--- src/rtl/rv_muldiv_unit.sv ---
// rtl/rv_muldiv_unit.sv - RV32M/RV64M multiply/divide execute unit.
// One op in flight; multiplies use a fixed-latency path, divides a restoring radix-2^DIV_BITS loop.
module rv_muldiv_unit #(
  parameter int XLEN       = 32,
  parameter int MUL_STAGES = 2,
  parameter int DIV_BITS   = 1
) (
  input  logic            clk_i,
  input  logic            reset_i,
  input  logic            valid_i,
  input  logic [2:0]      op_i,
  input  logic [XLEN-1:0] rs1_i,
  input  logic [XLEN-1:0] rs2_i,
  input  logic [4:0]      rd_i,
  input  logic            flush_i,
  output logic            ready_o,
  output logic            busy_o,
  output logic            valid_o,
  output logic [XLEN-1:0] result_o,
  output logic [4:0]      rd_o
);

  localparam int NDIV = XLEN / DIV_BITS;
  localparam int CW   = $clog2(NDIV + MUL_STAGES + 1);
  localparam logic [XLEN-1:0] MIN_NEG = {1'b1, {(XLEN-1){1'b0}}};

  localparam logic [2:0] S_IDLE = 3'd0;
  localparam logic [2:0] S_MUL  = 3'd1;
  localparam logic [2:0] S_DSP  = 3'd2;
  localparam logic [2:0] S_DIV  = 3'd3;
  localparam logic [2:0] S_FIX  = 3'd4;
  localparam logic [2:0] S_DONE = 3'd5;

  logic [2:0]      state_q, state_d;
  logic [CW-1:0]   cnt_q, cnt_d;
  logic [1:0]      op_q, op_d;
  logic [XLEN-1:0] a_q, a_d;
  logic [XLEN-1:0] b_q, b_d;
  logic [XLEN:0]   rem_q, rem_d;
  logic            neg_q, neg_d;
  logic            rneg_q, rneg_d;
  logic [4:0]      tag_q, tag_d;
  logic [XLEN-1:0] result_q, result_d;
  logic [4:0]      rd_q, rd_d;

  logic            accept, sgn_div, s1, s2, div0, ovf;
  logic [XLEN-1:0] abs1, abs2, special;
  logic            a_sgn, b_sgn;
  logic signed [2*XLEN-1:0] prod;
  logic [XLEN-1:0] mul_res, quo_fix, rem_fix;
  logic [XLEN:0]   r;
  logic [XLEN-1:0] q;

  assign valid_o  = (state_q == S_DONE);
  assign ready_o  = (state_q == S_IDLE) | valid_o;
  assign busy_o   = (state_q != S_IDLE) & ~valid_o;
  assign result_o = result_q;
  assign rd_o     = rd_q;
  assign accept   = valid_i & ready_o & ~flush_i;

  // Divide operand conditioning and the special cases are resolved at accept time.
  assign sgn_div = op_i[2] & ~op_i[0];
  assign s1      = rs1_i[XLEN-1];
  assign s2      = rs2_i[XLEN-1];
  assign abs1    = (sgn_div & s1) ? -rs1_i : rs1_i;
  assign abs2    = (sgn_div & s2) ? -rs2_i : rs2_i;
  assign div0    = (rs2_i == '0);
  assign ovf     = sgn_div & (rs1_i == MIN_NEG) & (rs2_i == '1);
  assign special = div0 ? (op_i[1] ? rs1_i : '1) : (op_i[1] ? '0 : rs1_i);

  assign a_sgn   = (op_q == 2'b01) | (op_q == 2'b10);
  assign b_sgn   = (op_q == 2'b01);
  assign prod    = $signed({a_sgn & a_q[XLEN-1], a_q}) * $signed({b_sgn & b_q[XLEN-1], b_q});
  assign mul_res = (op_q == 2'b00) ? prod[XLEN-1:0] : prod[2*XLEN-1:XLEN];
  assign quo_fix = neg_q ? -a_q : a_q;
  assign rem_fix = rneg_q ? -rem_q[XLEN-1:0] : rem_q[XLEN-1:0];

  // a_q doubles as the quotient shift register: dividend bits leave the top, quotient bits enter below.
  always_comb begin
    r = rem_q;
    q = a_q;
    for (int i = 0; i < DIV_BITS; i++) begin
      r = {r[XLEN-1:0], q[XLEN-1]};
      q = {q[XLEN-2:0], 1'b0};
      if (r >= {1'b0, b_q}) begin
        r    = r - {1'b0, b_q};
        q[0] = 1'b1;
      end
    end
  end

  always_comb begin
    state_d  = state_q;
    cnt_d    = cnt_q;
    op_d     = op_q;
    a_d      = a_q;
    b_d      = b_q;
    rem_d    = rem_q;
    neg_d    = neg_q;
    rneg_d   = rneg_q;
    tag_d    = tag_q;
    result_d = result_q;
    rd_d     = rd_q;
    case (state_q)
      S_MUL: begin
        if (cnt_q == '0) begin
          state_d  = S_DONE;
          result_d = mul_res;
          rd_d     = tag_q;
        end else begin
          cnt_d = cnt_q - 1'b1;
        end
      end
      S_DSP: begin
        state_d  = S_DONE;
        result_d = a_q;
        rd_d     = tag_q;
      end
      S_DIV: begin
        a_d   = q;
        rem_d = r;
        if (cnt_q == '0) state_d = S_FIX;
        else             cnt_d   = cnt_q - 1'b1;
      end
      S_FIX: begin
        state_d  = S_DONE;
        result_d = op_q[1] ? rem_fix : quo_fix;
        rd_d     = tag_q;
      end
      S_DONE:  state_d = S_IDLE;
      default: state_d = S_IDLE;
    endcase
    if (accept) begin
      op_d   = op_i[1:0];
      tag_d  = rd_i;
      rem_d  = '0;
      neg_d  = sgn_div & (s1 ^ s2);
      rneg_d = sgn_div & s1;
      if (!op_i[2]) begin
        state_d = S_MUL;
        cnt_d   = CW'(MUL_STAGES - 1);
        a_d     = rs1_i;
        b_d     = rs2_i;
      end else if (div0 | ovf) begin
        state_d = S_DSP;
        a_d     = special;
      end else begin
        state_d = S_DIV;
        cnt_d   = CW'(NDIV - 1);
        a_d     = abs1;
        b_d     = abs2;
      end
    end
    // An abandoned op must not disturb the held result.
    if (flush_i) begin
      state_d  = S_IDLE;
      result_d = result_q;
      rd_d     = rd_q;
    end
  end

  always_ff @(posedge clk_i or posedge reset_i) begin
    if (reset_i) begin
      state_q  <= S_IDLE;
      cnt_q    <= '0;
      op_q     <= '0;
      a_q      <= '0;
      b_q      <= '0;
      rem_q    <= '0;
      neg_q    <= 1'b0;
      rneg_q   <= 1'b0;
      tag_q    <= '0;
      result_q <= '0;
      rd_q     <= '0;
    end else begin
      state_q  <= state_d;
      cnt_q    <= cnt_d;
      op_q     <= op_d;
      a_q      <= a_d;
      b_q      <= b_d;
      rem_q    <= rem_d;
      neg_q    <= neg_d;
      rneg_q   <= rneg_d;
      tag_q    <= tag_d;
      result_q <= result_d;
      rd_q     <= rd_d;
    end
  end

endmodule

--- config.mk ---
export PLATFORM = sky130hd
export DESIGN_NAME = rv_muldiv_unit
export DESIGN_NICKNAME = d
export VERILOG_FILES = /design/src/rtl/rv_muldiv_unit.sv
export SDC_FILE = /design/constraint.sdc
export NUM_CORES = 2
export LEC_CHECK = 0
export BUFFER_PORTS_ARGS = -buffer_cell sky130_fd_sc_hd__buf_2
export CAP_MARGIN = 15
export CORE_AREA = 5 5 274 276
export DETAILED_ROUTE_END_ITERATION = 6
export DIE_AREA = 0 0 279 281
export PLACE_DENSITY_LB_ADDON = 0.3
export SLEW_MARGIN = 20
export SYNTH_ARGS = -nofsm -noshare
export SYNTH_HDL_FRONTEND = slang
export SYNTH_SLANG_ARGS = --single-unit
export TNS_END_PERCENT = 30
--- constraint.sdc ---
create_clock -name clk_i -period 17.3 [get_ports clk_i]
set_input_delay 1.73 -clock clk_i [delete_from_list [all_inputs] [get_ports clk_i]]
set_output_delay 1.73 -clock clk_i [all_outputs]
set_load 0.03 [all_outputs]
# --- Yosys cells after proc, flatten, opt, wreduce, memory -nomap -nowiden ---
# Index checks and enable logic that the tools add are counted.
word_totals:
  register_bits: 151
  input_bits: 76
  word_cells: 99
classes:
  addsub: 6
  mul: 1
  order_cmp: 1
  n_eq_ne: 13
  mux: 35
  bitwise: 18
  reduce_logical: 14
ops:
  columns: ["op", "count"]
  rows:
  - ["$mux 32", 19]
  - ["$neg 32->32", 4]
  - ["$pmux 32 s3", 1]
  - ["$eq 32x32->1 const B", 2]
  - ["$mul 33x33->64", 1]
  - ["$ge 33x32->1", 1]
  - ["$logic_not 32->1", 1]
  - ["$sub 32x32->32", 1]
  - ["$mux 6", 5]
  - ["$mux 3", 4]
  - ["$and 1x1->1", 11]
  - ["$pmux 5 s2", 1]
  - ["$pmux 3 s3", 1]
  - ["$ne 4x4->1 const B", 2]
  - ["$eq 3x2->1 const B", 2]
  - ["$eq 3x3->1 const B", 2]
  - ["$logic_not 6->1", 1]
  - ["$reduce_and 3->1", 2]
  - ["$reduce_bool 3->1", 2]
  - ["$sub 6x1->6 const B", 1]
  - ["$mux 5", 1]
  - ["$ne 2x2->1 const B", 2]
  - ["$reduce_and 2->1", 2]
  - ["$reduce_bool 2->1", 2]
  - ["other kinds (11)", 17]

# --- Longest topological paths before layout ---
logic_depth:
  word_depth: 9
  mapped_depth: 34

# --- Least setup slack after synthesis ---
# No wires, ideal clock.
synth_timing:
  path_kind: "reg-to-reg"
  start: "register op_q[1]"
  end: "register result_q[28] (netlist: result_o[28])"
  t_arrival_ns: 8.526
  required_ns: 17.169
  setup_slack_ns: 8.643
  path_stages_with_launch: 35
  path_buffers: 5
  cell_sequence: "dfrtp_1 -> inv_1 -> clkbuf_1 -> ha_1 -> and2_1 -> clkbuf_1 -> clkbuf_1 -> nand2_1 -> inv_1 -> fa_1 -> inv_1 -> fa_1 -> inv_1 -> fa_1 -> fa_1 -> inv_1 -> fa_1 -> inv_1 -> fa_1 -> inv_1 -> fa_1 -> fa_1 -> inv_1 -> ha_1 -> clkbuf_1 -> nand4_1 -> nor3_1 -> nand3b_1 -> a2bb2oi_1 -> o21ai_0 -> or2_2 -> clkbuf_1 -> nor2_1 -> a311oi_1 -> o21ai_0"
synth_via:
  elab_chain_cells: 7
  word_cells_on_any_way: 11
  classes_between: "1 x mul; 2 x eq/ne; 4 x mux; 3 x bitwise; 1 x reduce/logical"
synth_lines:
  columns: ["element", "line", "text"]
  rows:
  - ["start: declaration", "36", "logic [1:0] op_q, op_d;"]
  - ["start signal: assignment", "178", "op_q <= op_d;"]
  - ["$eq 2x1->1 or $eq 2x2->1 (tied branches)", "71, 72", null]
  - ["$or 1x1->1", "71", "assign a_sgn = (op_q == 2'b01) | (op_q == 2'b10);"]
  - ["$and 1x1->1", "73", "assign prod = $signed({a_sgn & a_q[XLEN-1], a_q}) * $signed({b_sgn & b_q[XLEN-1], b_q});"]
  - ["$mul 33x33->64", "73", null]
  - ["$mux 32", "74", "assign mul_res = (op_q == 2'b00) ? prod[XLEN-1:0] : prod[2*XLEN-1:XLEN];"]
  - ["$mux 32", "106", "if (cnt_q == '0) begin"]
  - ["$pmux 32 s3 (*)", "104", "case (state_q)"]
  - ["end signal: assignment", "185", "result_q <= result_d;"]
  - ["end: declaration", "43", "logic [XLEN-1:0] result_q, result_d;"]
# Mark *: on every way between the ends. The rest lies on a longest branch, timed or not. The select of a mux whose other input is x is not followed.
# A chain may end at the register's enable or synchronous reset.

# --- Worst setup path in the final report ---
layout_timing:
  start: "register op_q[1]"
  end: "register result_q[29] (netlist: result_o[29])"
# Same word-level chain as after synthesis.

==> results.txt <==
The run finished, with violations left. The final reports fail on design-rule violations. The final critical delay including setup and external delays works out to 11550 ps. After global routing the overflow that remains totals 0. The final worst-path cycle share was 66.7%; the floorplan die area was 78400 um2. The area of all placed cells without fillers was 52000 um2; the effective utilization at floorplan was 69.4%.

In this run the tightest slew margin relative to its limit is 23.3%. Of the total synthesized cell area, the portion taken by XOR and XNOR cells is 3.17%. Max-cap violations in this run came to 0. The run gives 2 as the maximum root-to-sink buffer count. Die extent in y: 281 um. The startpoint identified for the worst hold timing path is tag_q[1]$_DFFE_PP0P_. For the count of cells resized by post-cts repair, the log shows 0. The number of hold-slack violations in the final timing report came out at 0.

The mapped netlist covers 50200 um2. For the pin with the worst max-slew slack, the measured transition is 1150 ps. Global routing used 42.1% of the available tracks across all layers. In the final design database the tool counted 7237 nets. Counting stages on the worst path, the most repeated cell is sky130_fd_sc_hd__fa_1.

The adder-cell share of the synthesized area was 51.2%. Counting the buffers created by CTS gives 17. The maximum number of pins on one net before global-route repair was 79; the post-detailed-route count of antenna-violating nets was 0.

Together, buffers and inverters on the worst path number 6. The path class of the tightest hold or removal check is flip-flop to flip-flop. The synthesized design contains 0 enable-type register cells.

The worst setup path is launched from a flip-flop. The number of endpoints failing setup at the final stage was 0; the yosys synthesis warning count was 0. After Yosys synthesis, and, or, nand and nor cells account for 16.3% of the synthesized area. The multiplexer share of the synthesized area was 0.321%.

The clock reaches the later pin of the worst-skew pair after 450 ps. In this run the count of I/O pins placed on the die edge is 116. At the worst endpoint, the arrival time is 11860 ps.

Dividing the detail-routed wire length by the instance count gives 23.8 um. The detailed router finished its first iteration with 4613 violations. The placed instances occupy a cell area of 51400 um2. The area of the placeable core is 72300 um2. The x dimension of the die works out to 279 um. The tools report the number of post-CTS setup repair buffers as 0.

Clock tree synthesis selected as its root buffer the cell sky130_fd_sc_hd__clkbuf_16. Synthesis produced a netlist whose cell count is 5910. For this run, asynchronously set or reset flops after synthesis account for 100%.

The number of nets handed over by synthesis was 7366. The complex-gate fraction of the synthesized area works out to 9.38%. The tools report the number of antenna violations at the first check in global routing as 13. The pre-antenna-repair detailed-routing pass consisted of 7 iterations.

The tools report the largest clock skew in the final design as 14.0 ps. Timing analysis after detailed placement gives a worst setup slack of 6080 ps. Internal reg-to-reg setup slack: 5750 ps.

In this run the worst path has a maximum fanout of 29. The dominant delay contributor by cell family on the critical path is adder cells. CTS built an H-tree with a depth of 4.

The max-slew violation total from the final report came out at 0. Worst hold endpoint: rd_o[1]$_DFFE_PP0P_. Derived from the worst setup path, the maximum achievable clock frequency is 0.0866 GHz. The congestion estimate from routability-driven global placement came to 1.06. TritonCTS built the clock tree. The count of input and output buffers was 115.

The routed layout has 42200 vias. In the routed layout, each cell is associated on average with a via count of 6.24. The wire length of the first global-routing pass was 253000 um. The largest individual stage delay along the critical path comes from the cell sky130_fd_sc_hd__ha_1.

The startpoint of the most critical register-to-register path was op_q[1]$_DFFE_PP0P_. Wires add up to 161000 um. Counting every sink on the clock net gives 151. After routing, the total negative slack on setup checks comes to 0 ps. The share of cells above drive strength 1 works out to 4.80%. The total half-perimeter wirelength after legalization and detailed placement was 125000 um. Endpoint class of the critical path: a flip-flop. After clock tree synthesis, the clock-pin slew on the worst setup and hold paths is 70 ps. Required time reported for the critical path endpoint: 17620 ps. The critical path in this run is classified as flip-flop to flip-flop. For the number of cell rows, the log shows 99. Summing the sequential cell areas from Yosys gives 7.52% of the chip area. The via count of the first global-routing pass is 44700, and the mean post-synth cell area is 8.50 um2. Once layout is complete, the utilization of the core stands at 71.8%. Setup slack on the critical path of the routed design comes to 5750 ps.

The most frequently used flop master after synthesis is sky130_fd_sc_hd__dfrtp_1. Measured in cells, the most critical reg-to-reg path has a length of 28. The number of different library cells used by synthesis comes to 80. For this design, the CTS-stage hold fixing added 0 buffers.

By area, the combinational part of the netlist is dominated by adder cells. The number of stages on the worst hold path came out at 2. The terminus of the critical flop-to-flop path was result_o[29]$_DFFE_PP0P_. The layout-stage area growth over the synthesis result is 3.48%. The DRC violation count after routing came out at 1. Setup repair after global routing left no endpoint under its margin.

The critical path's largest stage delay was 930 ps; the number of register bits inferred by synthesis was 151.
-- through the flow --
step	hold WS [ps]	instances
after floorplan	439	5910
after global placement	444	6721
after detailed placement	452	6721
after CTS	468	6750
after global routing	490	6751
final	463	6763
-- worst min-delay path, stage by stage, from the launching register on --
cell and delay [ps]:
sky130_fd_sc_hd__dfrtp_1 340, sky130_fd_sc_hd__nand2_1 50, sky130_fd_sc_hd__nand2_1 50
-- final cells by class --
class                      instances  area [um2]
multi-input combinational       4149       40400
fill                            5629       20400
timing repair buffer             200        1220
clock buffer                      18         439
tap                              959        1200
antenna                           13        32.5
inverter                        1262        4740
sequential                       151        3780
clock inverter                    11         128
-- cell families (layout without fill, tap and decap cells) --
| kind of cell | count (synthesis) | after routing |
|---|---|---|
| xor gates and xnor gates | 182 | 182 |
| adders and majority gates | 1380 | 1380 |
| muxes | 16 | 16 |
| and+or+nand+nor | 1823 | 1823 |
| DFF | 151 | 151 |
| other | 0 | 13 |
| buffers and inverters | 1610 | 1491 |
| AOI/OAI and AO/OA | 748 | 748 |
-- cells in the mapped netlist, types with 21 or more instances --
library cell,count,area [um2]
sky130_fd_sc_hd__nand4_1,32,200
sky130_fd_sc_hd__xor2_1,74,648
sky130_fd_sc_hd__o21bai_1,25,188
sky130_fd_sc_hd__buf_1,30,113
sky130_fd_sc_hd__and3_1,42,263
sky130_fd_sc_hd__o21ai_0,209,1050
sky130_fd_sc_hd__a211oi_1,25,188
sky130_fd_sc_hd__nand3_1,60,300
sky130_fd_sc_hd__and2_1,232,1450
sky130_fd_sc_hd__nor3_1,48,240
sky130_fd_sc_hd__a21oi_1,196,981
sky130_fd_sc_hd__clkbuf_1,314,1180
sky130_fd_sc_hd__a21o_1,42,315
sky130_fd_sc_hd__a221oi_1,21,184
sky130_fd_sc_hd__xnor2_1,108,946
sky130_fd_sc_hd__inv_1,1261,4730
sky130_fd_sc_hd__nand2_1,1007,3780
sky130_fd_sc_hd__fa_1,1126,22500
sky130_fd_sc_hd__ha_1,254,3180
sky130_fd_sc_hd__a31oi_1,37,231
sky130_fd_sc_hd__nor2_1,255,957
sky130_fd_sc_hd__dfrtp_1,151,3780
sky130_fd_sc_hd__or3_1,24,150
sky130_fd_sc_hd__o31ai_1,39,293
-- cell usage in the layout (no fill, tap or decap), types with 21 or more instances in the layout --
cell type / count
sky130_fd_sc_hd__or3_1: 24
sky130_fd_sc_hd__xor2_1: 74
sky130_fd_sc_hd__o21bai_1: 25
sky130_fd_sc_hd__nand4_1: 32
sky130_fd_sc_hd__and2_1: 232
sky130_fd_sc_hd__ha_1: 254
sky130_fd_sc_hd__a221oi_1: 21
sky130_fd_sc_hd__a21oi_1: 195
sky130_fd_sc_hd__inv_1: 1260
sky130_fd_sc_hd__xnor2_1: 108
sky130_fd_sc_hd__dfrtp_1: 147
sky130_fd_sc_hd__nor3_1: 48
sky130_fd_sc_hd__fa_1: 1126
sky130_fd_sc_hd__buf_2: 115
sky130_fd_sc_hd__nand2_1: 1006
sky130_fd_sc_hd__nor2_1: 254
sky130_fd_sc_hd__o21ai_0: 209
sky130_fd_sc_hd__a211oi_1: 25
sky130_fd_sc_hd__and3_1: 42
sky130_fd_sc_hd__a31oi_1: 37
sky130_fd_sc_hd__nand3_1: 60
sky130_fd_sc_hd__o31ai_1: 39
sky130_fd_sc_hd__buf_4: 84
sky130_fd_sc_hd__a21o_1: 42
-- how the worst max path moves through the flow --
stage / slack [ps] / startpoint / to / cells past startpoint
2_1_floorplan: 8640 / op_q[1]$_DFFE_PP0P_ / result_o[28]$_DFFE_PP0P_ / 34
3_3_place_gp: 6420 / op_q[1]$_DFFE_PP0P_ / result_o[29]$_DFFE_PP0P_ / 28
3_5_place_dp: 6080 / op_q[1]$_DFFE_PP0P_ / result_o[29]$_DFFE_PP0P_ / 28
4_1_cts: 6030 / op_q[1]$_DFFE_PP0P_ / result_o[29]$_DFFE_PP0P_ / 28
5_1_grt: 5370 / op_q[1]$_DFFE_PP0P_ / result_o[29]$_DFFE_PP0P_ / 28
6_report: 5750 / op_q[1]$_DFFE_PP0P_ / result_o[29]$_DFFE_PP0P_ / 28
-- sequential cells by signal, summed over array words and instances (netlist names) --
| register | cells |
|---|---|
| result_o | 32 |
| tag_q | 5 |
| rem_q | 32 |
| rd_o | 5 |
| state_q | 3 |
| a_q | 32 |
| cnt_q | 6 |
| b_q | 32 |
| rneg_q | 1 |
| op_q | 2 |
| neg_q | 1 |
-- routing by layer --
metal	global-route usage, %	part of all wire (%)	up-vias
met1	55.4	37	21100
met5	0	0.011	-
met4	22.1	6.6	4
met3	11.9	12	615
met2	64.3	44	2757
li1	-	-	17700
Power is left out: the tool's default activity adds up to more than one toggle a clock period on the data nets, which glitch-free logic cannot reach.
